### src/rtl/pipe_pkg.sv
// -----------------------------------------------------------------------------
// pipe_pkg
// Shared definitions for the inter-stage pipeline registers of the five-stage
// MIPS core: the reset PC, the NOP encoding, stall source indices, the width of
// the stall statistics counter and the flush-pending state encoding.
// No ports (package).
// -----------------------------------------------------------------------------
package pipe_pkg;

   // PC loaded on reset and carried by reset bubbles
   localparam logic [31:0] PIPE_RESET_PC = 32'h0000_3000;

   // sll $0,$0,0 -- all-zero word decodes as NOP
   localparam logic [31:0] PIPE_NOP = 32'h0000_0000;

   // Bit positions of the stall request sources in stall_req
   localparam int STALL_HAZ   = 0;
   localparam int STALL_BUSY  = 1;
   localparam int STALL_START = 2;

   // Width of the consecutive-stall statistics counter
   localparam int STALL_CTR_W = 16;

   // Remembers a flush that arrived while the stage was stalled
   typedef enum logic {
      FP_IDLE = 1'b0,
      FP_PEND = 1'b1
   } flush_st_e;

endpackage : pipe_pkg

### src/rtl/pipe_stall_ctr.sv
// -----------------------------------------------------------------------------
// pipe_stall_ctr
// Saturating counter of consecutive stalled cycles, used for performance debug.
// Counts up by one on every edge with i_stall=1, saturates at all-ones, and
// clears on the first edge with i_stall=0 and on reset.
// Ports:
//   clk      in   clock, posedge
//   reset    in   synchronous, active-high
//   i_stall  in   stage is stalled this cycle
//   o_count  out  registered count of consecutive stalled cycles
// -----------------------------------------------------------------------------
module pipe_stall_ctr
   import pipe_pkg::*;
#(
   parameter int W = STALL_CTR_W
) (
   input  logic         clk,
   input  logic         reset,
   input  logic         i_stall,
   output logic [W-1:0] o_count
);

   logic [W-1:0] r_count;

   // Count consecutive stalled edges, holding at the all-ones ceiling
   always_ff @(posedge clk) begin
      if (reset) begin
         r_count <= {W{1'b0}};
      end else if (!i_stall) begin
         r_count <= {W{1'b0}};
      end else if (r_count != {W{1'b1}}) begin
         r_count <= r_count + {{(W-1){1'b0}}, 1'b1};
      end else begin
         r_count <= r_count;
      end
   end

   assign o_count = r_count;

endmodule : pipe_stall_ctr

### src/rtl/pipe_stage_reg.sv
// -----------------------------------------------------------------------------
// pipe_stage_reg
// Parametrised register between two adjacent stages of the MIPS pipeline.
// Carries payload, PC, valid and branch-delay flag. Any stall request holds
// the stage; a flush loads a bubble (valid=0, payload=NOP, PC/bd kept for
// exception reporting). A flush seen during a stall is remembered and applied
// at the first non-stalled edge. Invalid input always loads a NOP payload.
//
// Optional feature macro: PIPE_STALL_STATS_EN
//   defined   -> stall_cycles counts consecutive stalled cycles (saturating)
//   undefined -> no counter, stall_cycles tied to zero
//
// Ports:
//   clk           in   clock, posedge
//   reset         in   synchronous, active-high
//   stall_req     in   [NSTALL] per-source stall requests
//   flush         in   squash the instruction entering this stage
//   in_valid      in   upstream slot holds a real instruction
//   in_data       in   [DATA_W] upstream payload
//   in_pc         in   [32] upstream PC
//   in_bd         in   upstream instruction is in a branch delay slot
//   out_valid     out  registered valid
//   out_data      out  [DATA_W] registered payload
//   out_pc        out  [32] registered PC
//   out_bd        out  registered delay-slot flag
//   stalled       out  combinational OR of stall_req
//   stall_cycles  out  [16] consecutive stalled cycles (0 when stats disabled)
// -----------------------------------------------------------------------------
module pipe_stage_reg
   import pipe_pkg::*;
#(
   parameter int          DATA_W   = 32,
   parameter int          NSTALL   = 3,
   parameter logic [31:0] RESET_PC = PIPE_RESET_PC
) (
   input  logic                   clk,
   input  logic                   reset,
   input  logic [NSTALL-1:0]      stall_req,
   input  logic                   flush,
   input  logic                   in_valid,
   input  logic [DATA_W-1:0]      in_data,
   input  logic [31:0]            in_pc,
   input  logic                   in_bd,
   output logic                   out_valid,
   output logic [DATA_W-1:0]      out_data,
   output logic [31:0]            out_pc,
   output logic                   out_bd,
   output logic                   stalled,
   output logic [STALL_CTR_W-1:0] stall_cycles
);

   logic              w_stall;
   logic              w_en;
   logic              w_bubble;
   flush_st_e         r_fstate;
   logic              r_valid;
   logic [DATA_W-1:0] r_data;
   logic [31:0]       r_pc;
   logic              r_bd;

   assign w_stall  = |stall_req;
   assign w_en     = ~w_stall;
   // A live flush or one remembered from an earlier stall both squash the load
   assign w_bubble = flush | (r_fstate == FP_PEND);

   // Stage register and flush-pending state machine; priority reset > stall > flush > load
   always_ff @(posedge clk) begin
      if (reset) begin
         r_fstate <= FP_IDLE;
         r_valid  <= 1'b0;
         r_data   <= {DATA_W{1'b0}};
         r_pc     <= RESET_PC;
         r_bd     <= 1'b0;
      end else if (!w_en) begin
         // Outputs hold; a flush arriving now must survive until the stall ends
         r_valid <= r_valid;
         r_data  <= r_data;
         r_pc    <= r_pc;
         r_bd    <= r_bd;
         case (r_fstate)
            FP_IDLE: r_fstate <= flush ? FP_PEND : FP_IDLE;
            FP_PEND: r_fstate <= FP_PEND;
            default: r_fstate <= FP_IDLE;
         endcase
      end else if (w_bubble) begin
         // PC and delay-slot flag are kept so the bubble can still report EPC
         r_fstate <= FP_IDLE;
         r_valid  <= 1'b0;
         r_data   <= {DATA_W{1'b0}};
         r_pc     <= in_pc;
         r_bd     <= in_bd;
      end else begin
         r_fstate <= FP_IDLE;
         r_valid  <= in_valid;
         // Downstream decode must see NOP on every bubble, whatever in_data holds
         r_data   <= in_valid ? in_data : {DATA_W{1'b0}};
         r_pc     <= in_pc;
         r_bd     <= in_bd;
      end
   end

   assign out_valid = r_valid;
   assign out_data  = r_data;
   assign out_pc    = r_pc;
   assign out_bd    = r_bd;
   assign stalled   = w_stall;

`ifdef PIPE_STALL_STATS_EN
   pipe_stall_ctr #(
      .W (STALL_CTR_W)
   ) u_stall_ctr (
      .clk     (clk),
      .reset   (reset),
      .i_stall (w_stall),
      .o_count (stall_cycles)
   );
`else
   assign stall_cycles = 16'h0000;
`endif

endmodule : pipe_stage_reg

### config.mk
export PLATFORM = sky130hd
export DESIGN_NAME = pipe_stage_reg
export DESIGN_NICKNAME = d
export VERILOG_FILES = /design/src/rtl/pipe_pkg.sv /design/src/rtl/pipe_stall_ctr.sv /design/src/rtl/pipe_stage_reg.sv
export SDC_FILE = /design/constraint.sdc
export NUM_CORES = 1
export LEC_CHECK = 0
export CAP_MARGIN = 20
export CORE_MARGIN = 2
export CORE_UTILIZATION = 25
export CTS_BUF_LIST = sky130_fd_sc_hd__clkbuf_8
export DETAILED_ROUTE_END_ITERATION = 8
export PLACE_DENSITY = 0.67
export REMOVE_ABC_BUFFERS = 1
export SLEW_MARGIN = 40
export SYNTH_ARGS = -nofsm -noshare
export SYNTH_HDL_FRONTEND = slang
export SYNTH_HIERARCHICAL = 1
export SYNTH_SLANG_ARGS = --single-unit
### constraint.sdc
create_clock -name clk -period 3.2 [get_ports clk]
set_clock_uncertainty 0.05 [all_clocks]
set_input_delay 0.64 -clock clk [delete_from_list [all_inputs] [get_ports clk]]
set_output_delay 0.64 -clock clk [all_outputs]
set_load 0.01 [all_outputs]
**Yosys cells after proc, flatten, opt, wreduce, memory -nomap -nowiden**

Index checks and enable logic that the tools add are counted.

- Register bits after elaboration: 67
- Latch bits: 0
- Bits in writable memories: 0
- Bits in read-only memories: 0
- Output and inout port bits: 83
- Logic and storage cells: 15
- Memories: 0

- Add/sub/neg operators: 0
- $mul: 0
- Divide/modulo/power cells: 0
- Order comparisons: 0
- Equality and inequality tests: 0
- Shifts and indexed selects: 0
- Multiplexer cells: 5
- Bitwise gates (word level): 3
- Reductions and logical operators: 2

Operators by type and width:

| kind | number |
|---|---|
| 32-bit two-way mux | 2 |
| 3-bit OR reduction | 1 |
| 1-bit two-way mux | 2 |
| 1-bit inverter | 2 |
| 1-bit case mux with 2 select lines | 1 |
| 2-bit OR reduction | 1 |
| 1-bit bitwise OR | 1 |

**Depth between registers and ports, before layout**

- Word-level depth: 3
- Gate-level depth with buffers: 6
- Mapped depth without buffers: 4

**Worst setup path before layout**

Ideal clock, no wire load.

- Path kind: input port to output port
- From: input port stall_req[1]
- To: output port stalled
- Data arrival time: 1.250 ns
- Data required time: 2.510 ns
- Slack: 1.260 ns
- Cell stages on the path: 4
- Cells stage by stage: nor3_4 > inv_2 > buf_2 > buf_2

- Cells in the longest elaborated chain, start to end: 1

RTL lines:

| what | line | source |
|---|---|---|
| start: declaration | pipe_stage_reg.sv:38 | `input logic [NSTALL-1:0] stall_req,` |
| 3-bit OR reduction | pipe_stage_reg.sv:61 | `assign w_stall = \|stall_req;` |
| end: declaration | pipe_stage_reg.sv:48 | `output logic stalled,` |

No other way between the ends.

**Worst setup path in the final report**

Ends and elaborated chain as after synthesis.

==> results_dict.tcl <==
set metrics [dict create \
    final_nets 512 \
    netlist_instances 311 \
    setup_slack_ns 0.645 \
    yosysWarnings 6 \
    grt_pass1_vias 2269 \
    cp.arrival_ns 1.86 \
    drt_pre_antenna_iters 4 \
    switching_share_pct 22.7 \
    cts_hold_buffers 0 \
    tritoncts "yes" \
    finalHoldViolCount 0 \
    p_clk_share_pct 42.1 \
    pre_cts_ws_ns 0.642 \
    drc 0 \
    vdd_drop_max_v 0.000234 \
    end_kind "primary output" \
    slew_viol_final 0 \
    n_fill_cell 1009 \
    fmax_mhz 391 \
    drtIter0Drc 61 \
    netlist_area_mm2 0.00250 \
    cp_num_buf_inv 3 \
    min_period_ns 2.55 \
    internal-power_uw 1430 \
    die_h_um 104 \
    cts-htree-levels 3 \
    comb_power_share_pct 11.5 \
    globalplace.congestion 0.718 \
    start_util_pct 25.7 \
    status "finished clean" \
    track_usage_pct 12.9 \
    core-area_mm2 0.00973 \
    critPathTopFamily "buffers and inverters" \
    num_rows 36 \
    dpl.hpwl_um 4670 \
    cts-buffers-inserted 9 \
    p_switching_uw 422 \
    areaGrowthSynthToFinish_pct 64.9 \
    clock_latency_ns 0.33 \
    cp-start-kind "input port" \
    worst_pin_slew_ns 0.719 \
    drive_gt1_share_pct 5.62 \
    min_path_type "reg2reg" \
    path_class "in2out" \
    avgSynthCellArea_um2 8.05 \
    grt_pass1_wl_um 11300 \
    cts_max_path_buffers 2 \
    wirelength_um 7050 \
    power_density_mw_per_mm2 450 \
    hold_depth 2 \
    cts_setup_buffers 0 \
    vias_per_cell 4.24 \
    io_buffers 138 \
    period_share_pct 79.8 \
    power_frac_seq_pct 46.4 \
    cts_sinks 67 \
    rsz0062_at_grt "false" \
    diodes 0 \
    synthDistinctLibCells 14 \
    cp_slowest_cell "clkdlybuf4s50_1" \
    final_common_cell "clkdlybuf4s50_1" \
    ant_nets 0 \
    cp_slowest_stage_delay_ns 0.48 \
    clk_pin_slew_ns 0.07 \
    num_vias 2452 \
    cp_common_cell "clkdlybuf4s50_1" \
    path_cells "clkdlybuf4s50_1 -> nor3_4 -> inv_2 -> clkdlybuf4s50_1" \
    io_pins 155 \
    antenna_found_initial 0 \
    avgRoutedWirePerCell_um 12.2 \
    final-setup-viol-count 0 \
    yosysSeqAreaShare_pct 53.6 \
    dieArea_mm2 0.0108 \
    die_w_um 104 \
    cts_root_buffer "clkbuf_8" \
    final_cell_mix "clkdlybuf4s50_1 (137), nand2_1 (100), dfxtp_1 (67)" \
    cts_resized 0 \
    grt_max_degree 68 \
    crit_required_ns 2.51 \
    cp_max_fo 2 \
    grt_overflow 0 \
    critical_path_depth 4 \
    drv_cap 0 \
    leakage_uw 0.00142 \
    rr_worst_depth 4 \
    slew_headroom_pct 52.1 \
    ys_ff_latch 67 \
    fin_util_pct 42.4 \
]
## final cells by class
class	instances	area [um2]	share of cell area [%]
Clock buffer	10	138	3.34
Clock inverter	6	88.8	2.15
Inverter	1	3.75	0.0910
Multi-Input combinational cell	218	975	23.6
Sequential cell	67	1340	32.5
Tap cell	133	166	4.03
Timing Repair Buffer	143	1410	34.3
## Yosys cell counts, drive strengths merged
| master | count | share of area (%) |
|---|---|---|
| nand2 | 100 | 15 |
| dfxtp | 67 | 54 |
| a21oi | 64 | 13 |
| nand3 | 32 | 6.4 |
| buf | 30 | 8.3 |
| clkbuf | 10 | 1.5 |
| nand3b | 2 | 0.60 |
| nor3 | 2 | 0.85 |
| conb | 1 | 0.15 |
| inv | 1 | 0.15 |
| nor2 | 1 | 0.15 |
| nor3b | 1 | 0.50 |
## metal layers
| layer | up-vias | wire, um | GRT usage (%) |
|---|---|---|---|
| met5 | - | 0 | 0 |
| met4 | 0 | 149 | 5.31 |
| met3 | 12 | 426 | 4.45 |
| met2 | 90 | 3430 | 21.3 |
| met1 | 1110 | 3040 | 15.2 |
| li1 | 1240 | - | - |
## kinds of logic after synthesis
group / count (synthesis) / share of synthesized area (%)
simple gates: 138 / 23.5
buf+inv: 41 / 9.95
flops: 67 / 53.6
compound gates: 64 / 12.8
other cells: 1 / 0.150
## tightest hold or removal path, delay by kind of cell (launching register included)
kind / cells / cell delay, ns
DFF: 1 / 0.31
AOI/OAI and AO/OA: 1 / 0.05
and+or+nand+nor: 1 / 0.05
## metrics by stage
| step | area [um2] | instances | total power, uW | TNS [ns] | hold slack, ns |
|---|---|---|---|---|---|
| 2_1_floorplan | 2310 | 286 | 939 | -0.113 | 0.420 |
| 3_3_place_gp | 3900 | 562 | 1090 | 0 | 0.387 |
| 3_5_place_dp | 3900 | 562 | 1100 | 0 | 0.392 |
| 4_1_cts | 4130 | 578 | 1900 | 0 | 0.402 |
| 5_1_grt | 4130 | 578 | 1950 | 0 | 0.420 |
| 6_report | 4130 | 578 | 1860 | 0 | 0.399 |
## path summary, 6_finish.rpt
| kind | startpoint | endpoint | slack, ns |
|---|---|---|---|
| max | stall_req[1] | stalled | 0.65 |
| min | out_data[31]$_SDFFE_PP0N_ | out_data[31]$_SDFFE_PP0N_ | 0.40 |
| max reg2reg | r_fstate$_SDFF_PP0_ | out_data[18]$_SDFFE_PP0N_ | 1.94 |
| min reg2reg | out_data[31]$_SDFFE_PP0N_ | out_data[31]$_SDFFE_PP0N_ | 0.40 |
## state kept, by name, indices dropped and copies added, names as in the netlist
register / count
out_data: 32
out_pc: 32
out_bd: 1
out_valid: 1
r_fstate: 1
## power by group through the flow
stage	combinational (uW)	sequential (uW)	clock [uW]
4_1_cts	216	862	824
3_3_place_gp	213	881	0
5_1_grt	231	864	851
3_5_place_dp	215	881	0
6_report	213	862	782
2_1_floorplan	49.2	889	0
Power figures use the tool's default switching activity.
